$ cat src/rtl/r2sdf_butterfly_stage.sv
// Radix-2 single-path delay-feedback butterfly stage.
// Phase A: first half-frame samples go into the delay line while the previous
// frame's differences are drained out. Phase B: pops pair with the new samples,
// sums leave at once and differences are fed back into the delay line.
// The real and imaginary paths are two identical lanes.

module r2sdf_bf_lane #(
  parameter int W     = 16,
  parameter int D     = 4,
  parameter int SCALE = 1
) (
  input  logic         clk,
  input  logic         shift,
  input  logic         sel_b,
  input  logic         sel_zero,
  input  logic [W-1:0] x,
  output logic [W-1:0] pop,
  output logic [W-1:0] sum
);
  logic [D-1:0][W-1:0] dl;
  logic signed [W:0]   a_e, b_e, s_f, d_f;
  logic [W-1:0]        d_s, push;

  assign pop = dl[D-1];
  assign a_e = {pop[W-1], pop};
  assign b_e = {x[W-1], x};
  assign s_f = a_e + b_e;
  assign d_f = a_e - b_e;

  // Scale by arithmetic shift (drop the LSB of the W+1 bit result) or wrap.
  always_comb begin
    if (SCALE != 0) begin
      sum = s_f[W:1];
      d_s = d_f[W:1];
    end else begin
      sum = s_f[W-1:0];
      d_s = d_f[W-1:0];
    end
  end

  assign push = sel_zero ? '0 : (sel_b ? d_s : x);

  // Delay line advances only on an accept or a drain step; contents need no reset.
  always_ff @(posedge clk) begin
    if (shift) begin
      dl[0] <= push;
      for (int i = 1; i < D; i++) dl[i] <= dl[i-1];
    end
  end
endmodule

module r2sdf_butterfly_stage #(
  parameter int N     = 4,
  parameter int LOG_D = 2,
  parameter int SCALE = 1
) (
  input  logic               clk,
  input  logic               rst,
  input  logic               in_valid,
  output logic               in_ready,
  input  logic [2**N-1:0]    in_re,
  input  logic [2**N-1:0]    in_im,
  input  logic               flush,
  output logic               out_valid,
  output logic [2**N-1:0]    out_re,
  output logic [2**N-1:0]    out_im,
  output logic               out_diff,
  output logic [LOG_D-1:0]   out_idx
);
  localparam int W         = 2**N;
  localparam int D         = 2**LOG_D;
  localparam int NUM_LANES = 2;   // lane 0 = real, lane 1 = imag

  typedef enum logic {RUN, DRAIN} st_t;

  st_t                            state;
  logic [LOG_D:0]                 cnt;
  logic [LOG_D-1:0]               dcnt;
  logic                           primed;
  logic                           accept, drain_step, phase_b, start_drain;
  logic [NUM_LANES-1:0][W-1:0]    x_l, pop_l, sum_l;

  assign in_ready    = (state == RUN);
  assign accept      = in_valid && in_ready;
  assign drain_step  = (state == DRAIN);
  assign phase_b     = cnt[LOG_D];
  assign start_drain = in_ready && !in_valid && flush && (cnt == '0) && primed;
  assign x_l         = {in_im, in_re};

  for (genvar g = 0; g < NUM_LANES; g++) begin : g_lane
    r2sdf_bf_lane #(.W(W), .D(D), .SCALE(SCALE)) u_lane (
      .clk      (clk),
      .shift    (accept || drain_step),
      .sel_b    (phase_b && !drain_step),
      .sel_zero (drain_step),
      .x        (x_l[g]),
      .pop      (pop_l[g]),
      .sum      (sum_l[g])
    );
  end

  // Control FSM plus registered output stage.
  always_ff @(posedge clk) begin
    if (rst) begin
      state     <= RUN;
      cnt       <= '0;
      dcnt      <= '0;
      primed    <= 1'b0;
      out_valid <= 1'b0;
      out_re    <= '0;
      out_im    <= '0;
      out_diff  <= 1'b0;
      out_idx   <= '0;
    end else begin
      out_valid <= 1'b0;
      case (state)
        RUN: begin
          if (accept) begin
            cnt <= cnt + 1'b1;   // wraps 2D-1 -> 0 by width
            if (!phase_b) begin
              // Previous frame's difference falls out of the delay line.
              if (primed) begin
                out_valid <= 1'b1;
                out_re    <= pop_l[0];
                out_im    <= pop_l[1];
                out_diff  <= 1'b1;
                out_idx   <= cnt[LOG_D-1:0];
              end
            end else begin
              out_valid <= 1'b1;
              out_re    <= sum_l[0];
              out_im    <= sum_l[1];
              out_diff  <= 1'b0;
              out_idx   <= cnt[LOG_D-1:0];
              if (cnt == '1) primed <= 1'b1;
            end
          end else if (start_drain) begin
            state <= DRAIN;
            dcnt  <= '0;
          end
        end
        DRAIN: begin
          out_valid <= 1'b1;
          out_re    <= pop_l[0];
          out_im    <= pop_l[1];
          out_diff  <= 1'b1;
          out_idx   <= dcnt;
          dcnt      <= dcnt + 1'b1;
          if (dcnt == '1) begin
            state  <= RUN;
            primed <= 1'b0;
            cnt    <= '0;
          end
        end
        default: state <= RUN;
      endcase
    end
  end
endmodule

$ cat config.mk
export PLATFORM = sky130hd
export DESIGN_NAME = r2sdf_butterfly_stage
export DESIGN_NICKNAME = d
export VERILOG_FILES = /design/src/rtl/r2sdf_butterfly_stage.sv
export SDC_FILE = /design/constraint.sdc
export NUM_CORES = 1
export LEC_CHECK = 0
export CORE_UTILIZATION = 65
export CTS_BUF_LIST = sky130_fd_sc_hd__clkbuf_8
export CTS_CLUSTER_DIAMETER = 80
export DETAILED_ROUTE_END_ITERATION = 10
export DONT_BUFFER_PORTS = 1
export PLACE_DENSITY = 0.8
export SYNTH_ARGS = -nofsm -noshare
export SYNTH_HDL_FRONTEND = slang
export SYNTH_HIERARCHICAL = 1
export SYNTH_SLANG_ARGS = --single-unit
$ cat constraint.sdc
create_clock -name clk -period 4.3 [get_ports clk]
set_clock_uncertainty 0.1 [all_clocks]
set_input_delay 1.29 -clock clk [delete_from_list [all_inputs] [get_ports clk]]
set_output_delay 1.29 -clock clk [all_outputs]
set_load 0.005 [all_outputs]
; ---- After elaboration in Yosys (flattened, before gate mapping)
; Index checks and enable logic that the tools add are counted.
[op_classes]
n_addsub = 6
eq_ne = 9
mux = 37
n_bitwise = 1
n_reduce_logical = 14
[op_table]
columns = cell, count
row1 = 16-bit two-way mux, 8
row2 = 16-bit one-hot mux with 2 select lines, 2
row3 = 16-bit by 16-bit adder with 17-bit output, 2
row4 = 16-bit by 16-bit subtractor with 17-bit output, 2
row5 = 1-bit two-way mux, 13
row6 = 2-bit two-way mux, 5
row7 = 2-bit by 1-bit != test with 1-bit output (second input constant), 5
row8 = 1-bit one-hot mux with 2 select lines, 4
row9 = 2-bit one-hot mux with 2 select lines, 2
row10 = 1-bit logical AND, 6
row11 = 3-bit two-way mux, 2
row12 = 3-bit one-hot mux with 2 select lines, 1
row13 = 2-bit AND reduction, 3
row14 = 4-bit AND reduction, 1
row15 = 3-bit by 1-bit adder with 3-bit output (second input constant), 1
row16 = 3-bit equality test (second input constant), 1
row17 = 3-bit zero test, 1
row18 = 3-bit by 1-bit != test with 1-bit output (second input constant), 1
row19 = 2-bit by 1-bit adder with 2-bit output (second input constant), 1
row20 = 2-bit equality test (second input constant), 1
row21 = 1-bit zero test, 2
row22 = 2-bit != test (second input constant), 1
row23 = 1-bit logical OR, 1
row24 = 1-bit inverter, 1
[word_totals]
regBits = 171
in_bits = 36
output_inout_bits = 37
elab_cells = 84

; ---- Depth between registers and ports, before layout
[logic_depth]
depth_word = 8
depth_mapped = 11
mapped_depth_nobuf = 10

; ---- Hierarchy
; Netlist, hierarchy kept.
[by_module_without_submodules]
columns = module, n_inst, cells_each, area_per_inst_um2, seq_area_each_um2
row1 = r2sdf_bf_lane at g_lane[0].u_lane, 1, 362, 3952.5, 1921.8
row2 = r2sdf_bf_lane at g_lane[1].u_lane, 1, 347, 3842.4, 1921.8
row3 = r2sdf_butterfly_stage, 1, 203, 2052.0, 860.8

; ---- Least setup slack after synthesis
; No wires, ideal clock.
[synth_path]
kind = input port to flip-flop
startpoint = in in_valid
endpoint = reg g_lane[0].u_lane/dl[0] (netlist bit), enable pin
setup_ps = 433
arrival_time_ps = 3069
required_ps = 3767
slack_ps = 697
stages = 2
n_path_buf = 1
cell_sequence = buf_2 or2_2
[synth_via]
elab_chain_len = 2
[synth_lines]
columns = element, line_no
row1 = from (decl), 59  ; input logic in_valid,
row2 = 1-bit logical AND, 84  ; assign accept = in_valid && in_ready;
row3 = 1-bit logical OR, 93  ; .shift (accept || drain_step),
row4 = to (decl), 20  ; logic [D-1:0][W-1:0] dl;
; No other way between the ends.
; A chain may end at the register's enable or synchronous reset.

==> summary.md <==
The proportion of power drawn by the clock network came out at 0.309. The final reports fail on design-rule violations. The switching share of power came out at 0.2685. In the post-synthesis netlist, the biggest area contributors are sky130_fd_sc_hd__edfxtp_1 39%, sky130_fd_sc_hd__dfxtp_1 8.7%, sky130_fd_sc_hd__ha_1 8.1%. The flow ran to the end, but the final reports show violations. The later pin in the worst-skew pair is clocked with a latency of 0.45 ns. TritonCTS built the clock tree. Measured in cells, the most critical reg-to-reg path has a length of 9.

Along the worst hold path, the cell count comes to 0. The number of different library cells used by synthesis comes to 78. Setup repair after global routing left no endpoint under its margin. The final setup TNS was 0 ns; the HPWL after detailed placement was 14.08 mm.

The first-pass GRT wire length was 33.49 mm. The part of the total power dissipated in combinational logic is 0.159, and the violation count after the first detailed-routing iteration is 618. The run gives 4 as the H-tree level count. The starting utilization of the core area was 0.6724; the global-route total usage across every layer was 0.2706. The internal power of the cells totals 2.608 mW. Synthesis produced a netlist with a net count of 1016. For the final count of hold timing violations, the log shows 0. The transition time at the pin with the least slew margin is 1.075 ns, and the setup slack at placement is 0.3789 ns. The final count of pins violating max slew came out at 0.

Leading register cell type out of synthesis: sky130_fd_sc_hd__edfxtp_1. The floorplan step defined a die boundary enclosing 15650 um2. The library cells used most frequently in the layout, excluding fill and tap cells, are 128 x sky130_fd_sc_hd__edfxtp_1, 90 x sky130_fd_sc_hd__nor2_1, 64 x sky130_fd_sc_hd__ha_1, 63 x sky130_fd_sc_hd__inv_1, 52 x sky130_fd_sc_hd__a21oi_1. The worst setup path is captured at a flop. During synthesis, Yosys emitted a total of 6 warnings. The tool flagged a number of max-cap violations equal to 0.

The height of the chip was 125.1 um; the number of antenna diodes was 0. Across the VDD grid, the largest voltage drop is 0.3750 mV. Dividing the detail-routed via count by the number of cells gives 6.376. The cell area that synthesis handed to floorplanning was 9847 um2. The clock-pin transition on the worst setup and hold timing paths was 0.09 ns; the count of antenna-violating nets left after detailed routing was 0.

The routed wire length came out at 20.52 mm. Dividing the synthesized area by the synthesized cell count gives 10.80 um2. Setup slack on the critical path of the routed design comes to 0.8242 ns. Fill cells in the final layout number 1092. The logs give 73 for the number of primary I/O pins and 0 for the number of antenna violations at the first check in global routing. For the relative slew slack, the log shows 0.2807. The minimum clock period after layout was 3.476 ns; the count of flip-flops with a built-in enable after synthesis was 128.

Number of port buffers: 0. CTS placed an instance of sky130_fd_sc_hd__clkbuf_8 at the clock tree root. The final critical-path share of the clock period is 0.8083. The maximum clock frequency came out at 287.7 MHz.

The share of post-route cells with drive strength above 1 is 0.06366, and the required time reported for the critical path endpoint is 4.56 ns. The run gives 10 as the count of unresolved DRC violations after routing. The run gives 0 as the final global-route overflow total. The largest fanout on the critical path was 8. The leakage power summed over all cells is 3.710 nW, and the total net switching power is 957.3 uW. The sum of routed wire segments on met1 was 8.860 mm. The kind of start point of the critical path is an input port.

The fraction of synthesis flops using an asynchronous set or reset pin is 0, and the count of state elements after synthesis is 171. Counting every instance in the synthesized netlist gives 912. The number of buffers added by the clock tree synthesis step is 17.

The start-to-end type of the worst setup path is input port to flop. The total power divided by cell area works out to 357.4 nW/um2. The highest metal layer used by the detailed router is met4. The sink count of the clock tree is 171.

The routed design uses 9.929 mm of met2 wire. The register area share after synthesis came out at 0.4778. The proportion of power drawn by flip-flops and latches is 0.532. The tightest min-delay check is of the flop to flop type. The region available for standard cell placement spans 14640 um2. The post-CTS setup repair buffer count is 0, and the number of global-route vias before repair is 6613. Hold repair after CTS inserted 0 buffers.

The run gives 1.342 mm as the routed length on met3. The net count of the finished layout is 955. The die is 125.1 um wide. The tools report the maximum clock path buffer count as 2.

The floorplan has 44 rows. Data on the critical path arrives at its endpoint at 3.73 ns. The area growth from synthesis to layout is 1.321%. The post-CTS resize count is 0, and the number of detailed-route iterations in the first pass is 10. The maximum number of pins on one net before global-route repair came out at 60. The cell accounting for the most synthesized area was sky130_fd_sc_hd__edfxtp_1. Leaving out fill and tap cells, the most frequent cell in the layout is sky130_fd_sc_hd__edfxtp_1. The total of endpoints with negative setup slack in the final report was 0; the area share of the leading cell type in the synthesized netlist was 0.3903. The routed wirelength normalized by instance count was 19.58 um; the placer congestion estimate was 0.9283. Detailed routing inserted a total of 6682 vias.
==> cells in the mapped netlist, types with 3 or more instances <==
cell type and n:
sky130_fd_sc_hd__a211oi_1 6, sky130_fd_sc_hd__a21o_1 10, sky130_fd_sc_hd__a21oi_1 52, sky130_fd_sc_hd__a221oi_1 35, sky130_fd_sc_hd__a22oi_1 3, sky130_fd_sc_hd__a311o_1 3
sky130_fd_sc_hd__a31oi_1 8, sky130_fd_sc_hd__and2_1 6, sky130_fd_sc_hd__buf_12 4, sky130_fd_sc_hd__buf_2 6, sky130_fd_sc_hd__buf_4 34, sky130_fd_sc_hd__buf_6 3
sky130_fd_sc_hd__clkbuf_1 38, sky130_fd_sc_hd__dfxtp_1 43, sky130_fd_sc_hd__edfxtp_1 128, sky130_fd_sc_hd__fa_1 4, sky130_fd_sc_hd__ha_1 64, sky130_fd_sc_hd__inv_1 62
sky130_fd_sc_hd__mux2i_1 49, sky130_fd_sc_hd__nand2_1 34, sky130_fd_sc_hd__nand2b_1 12, sky130_fd_sc_hd__nand3_1 8, sky130_fd_sc_hd__nand3b_1 3, sky130_fd_sc_hd__nand4_1 5
sky130_fd_sc_hd__nor2_1 90, sky130_fd_sc_hd__nor2b_1 12, sky130_fd_sc_hd__nor3_1 16, sky130_fd_sc_hd__nor3b_1 8, sky130_fd_sc_hd__nor4_1 4, sky130_fd_sc_hd__o211ai_1 3
sky130_fd_sc_hd__o21a_1 9, sky130_fd_sc_hd__o21ai_0 25, sky130_fd_sc_hd__o21bai_1 11, sky130_fd_sc_hd__o22ai_1 5, sky130_fd_sc_hd__o31ai_1 7, sky130_fd_sc_hd__or2_2 3
sky130_fd_sc_hd__or3_1 3, sky130_fd_sc_hd__xnor2_1 36, sky130_fd_sc_hd__xor2_1 5
==> cell type report <==
type | count | area (um2) | area share
sequential | 171 | 4706 | 0.4717
multi-input combinational | 592 | 4363 | 0.4373
clock inverter | 15 | 150.1 | 0.01505
inverter | 63 | 236.5 | 0.02370
tap | 184 | 230.2 | 0.02308
clock buffer | 17 | 234.0 | 0.02345
timing repair buffer | 6 | 57.56 | 0.005769
==> per-layer routing <==
metal	global-route usage	up-vias
met4	0.08106	0
met1	0.3454	3247
met3	0.07060	34
met2	0.4542	231
li1	-	3170
met5	0	-
==> power groups by stage <==
stage | logic [mW] | registers (mW) | clock network (mW)
after global routing | 0.622 | 1.90 | 1.19
final | 0.566 | 1.90 | 1.10
after floorplan | 0.485 | 1.92 | 0
after detailed placement | 0.554 | 1.93 | 0
after global placement | 0.537 | 1.93 | 0
after CTS | 0.558 | 1.90 | 1.13
==> sequential cells by signal, summed over array words and instances, names as in the netlist <==
| name | cells |
|---|---|
| out_re | 16 |
| dcnt | 2 |
| out_im | 16 |
| g_lane.u_lane/pop | 32 |
| primed | 1 |
| cnt | 3 |
| g_lane.u_lane/dl | 96 |
| out_idx | 2 |
| out_valid | 1 |
| out_diff | 1 |
| drain_step | 1 |
==> worst max-delay path, stage by stage <==
cell	delay, ns
sky130_fd_sc_hd__inv_1	0.02
sky130_fd_sc_hd__ha_1	0.40
sky130_fd_sc_hd__inv_1	0.06
sky130_fd_sc_hd__a221oi_1	0.52
sky130_fd_sc_hd__o41ai_1	0.18
sky130_fd_sc_hd__a41oi_1	0.48
sky130_fd_sc_hd__o21ai_0	0.20
sky130_fd_sc_hd__xnor2_1	0.19
sky130_fd_sc_hd__mux2i_1	0.10
sky130_fd_sc_hd__a221oi_1	0.29
==> path summary, 6_finish.rpt <==
path              slack, ns                           endpoint                               from
hold reg to reg        0.32  g_lane[1].u_lane/pop[1]$_DFFE_PP_  g_lane[1].u_lane/dl[33]$_DFFE_PP_
setup / recovery       0.82            out_im[14]$_SDFFE_PP0P_                           in_im[2]
hold / removal         0.32  g_lane[1].u_lane/pop[1]$_DFFE_PP_  g_lane[1].u_lane/dl[33]$_DFFE_PP_
setup reg to reg       1.21            out_im[14]$_SDFFE_PP0P_  g_lane[1].u_lane/pop[2]$_DFFE_PP_
==> logic make-up (layout without fill, tap and decap cells) <==
group / after synthesis / after routing / share of synthesized area
xor+xnor: 41 / 41 / 0.03647
compound gates: 216 / 216 / 0.1568
flops: 171 / 171 / 0.4778
mux: 49 / 49 / 0.04981
buf+inv: 149 / 101 / 0.07941
simple gates: 218 / 218 / 0.1103
fa+ha+maj: 68 / 68 / 0.08945
==> stage by stage <==
step	util	power [mW]	instances	cell area (um2)	hold WS, ns
floorplan	-	2.406	912	9847	0.3003
global placement	0.6551	2.467	1016	9593	0.3004
detailed placement	0.6551	2.486	1016	9593	0.3045
CTS	0.6813	3.586	1048	9977	0.3231
global route	0.6813	3.721	1048	9977	0.3296
finish	0.6813	3.566	1048	9977	0.3173
(Power assumes the default switching activity.)
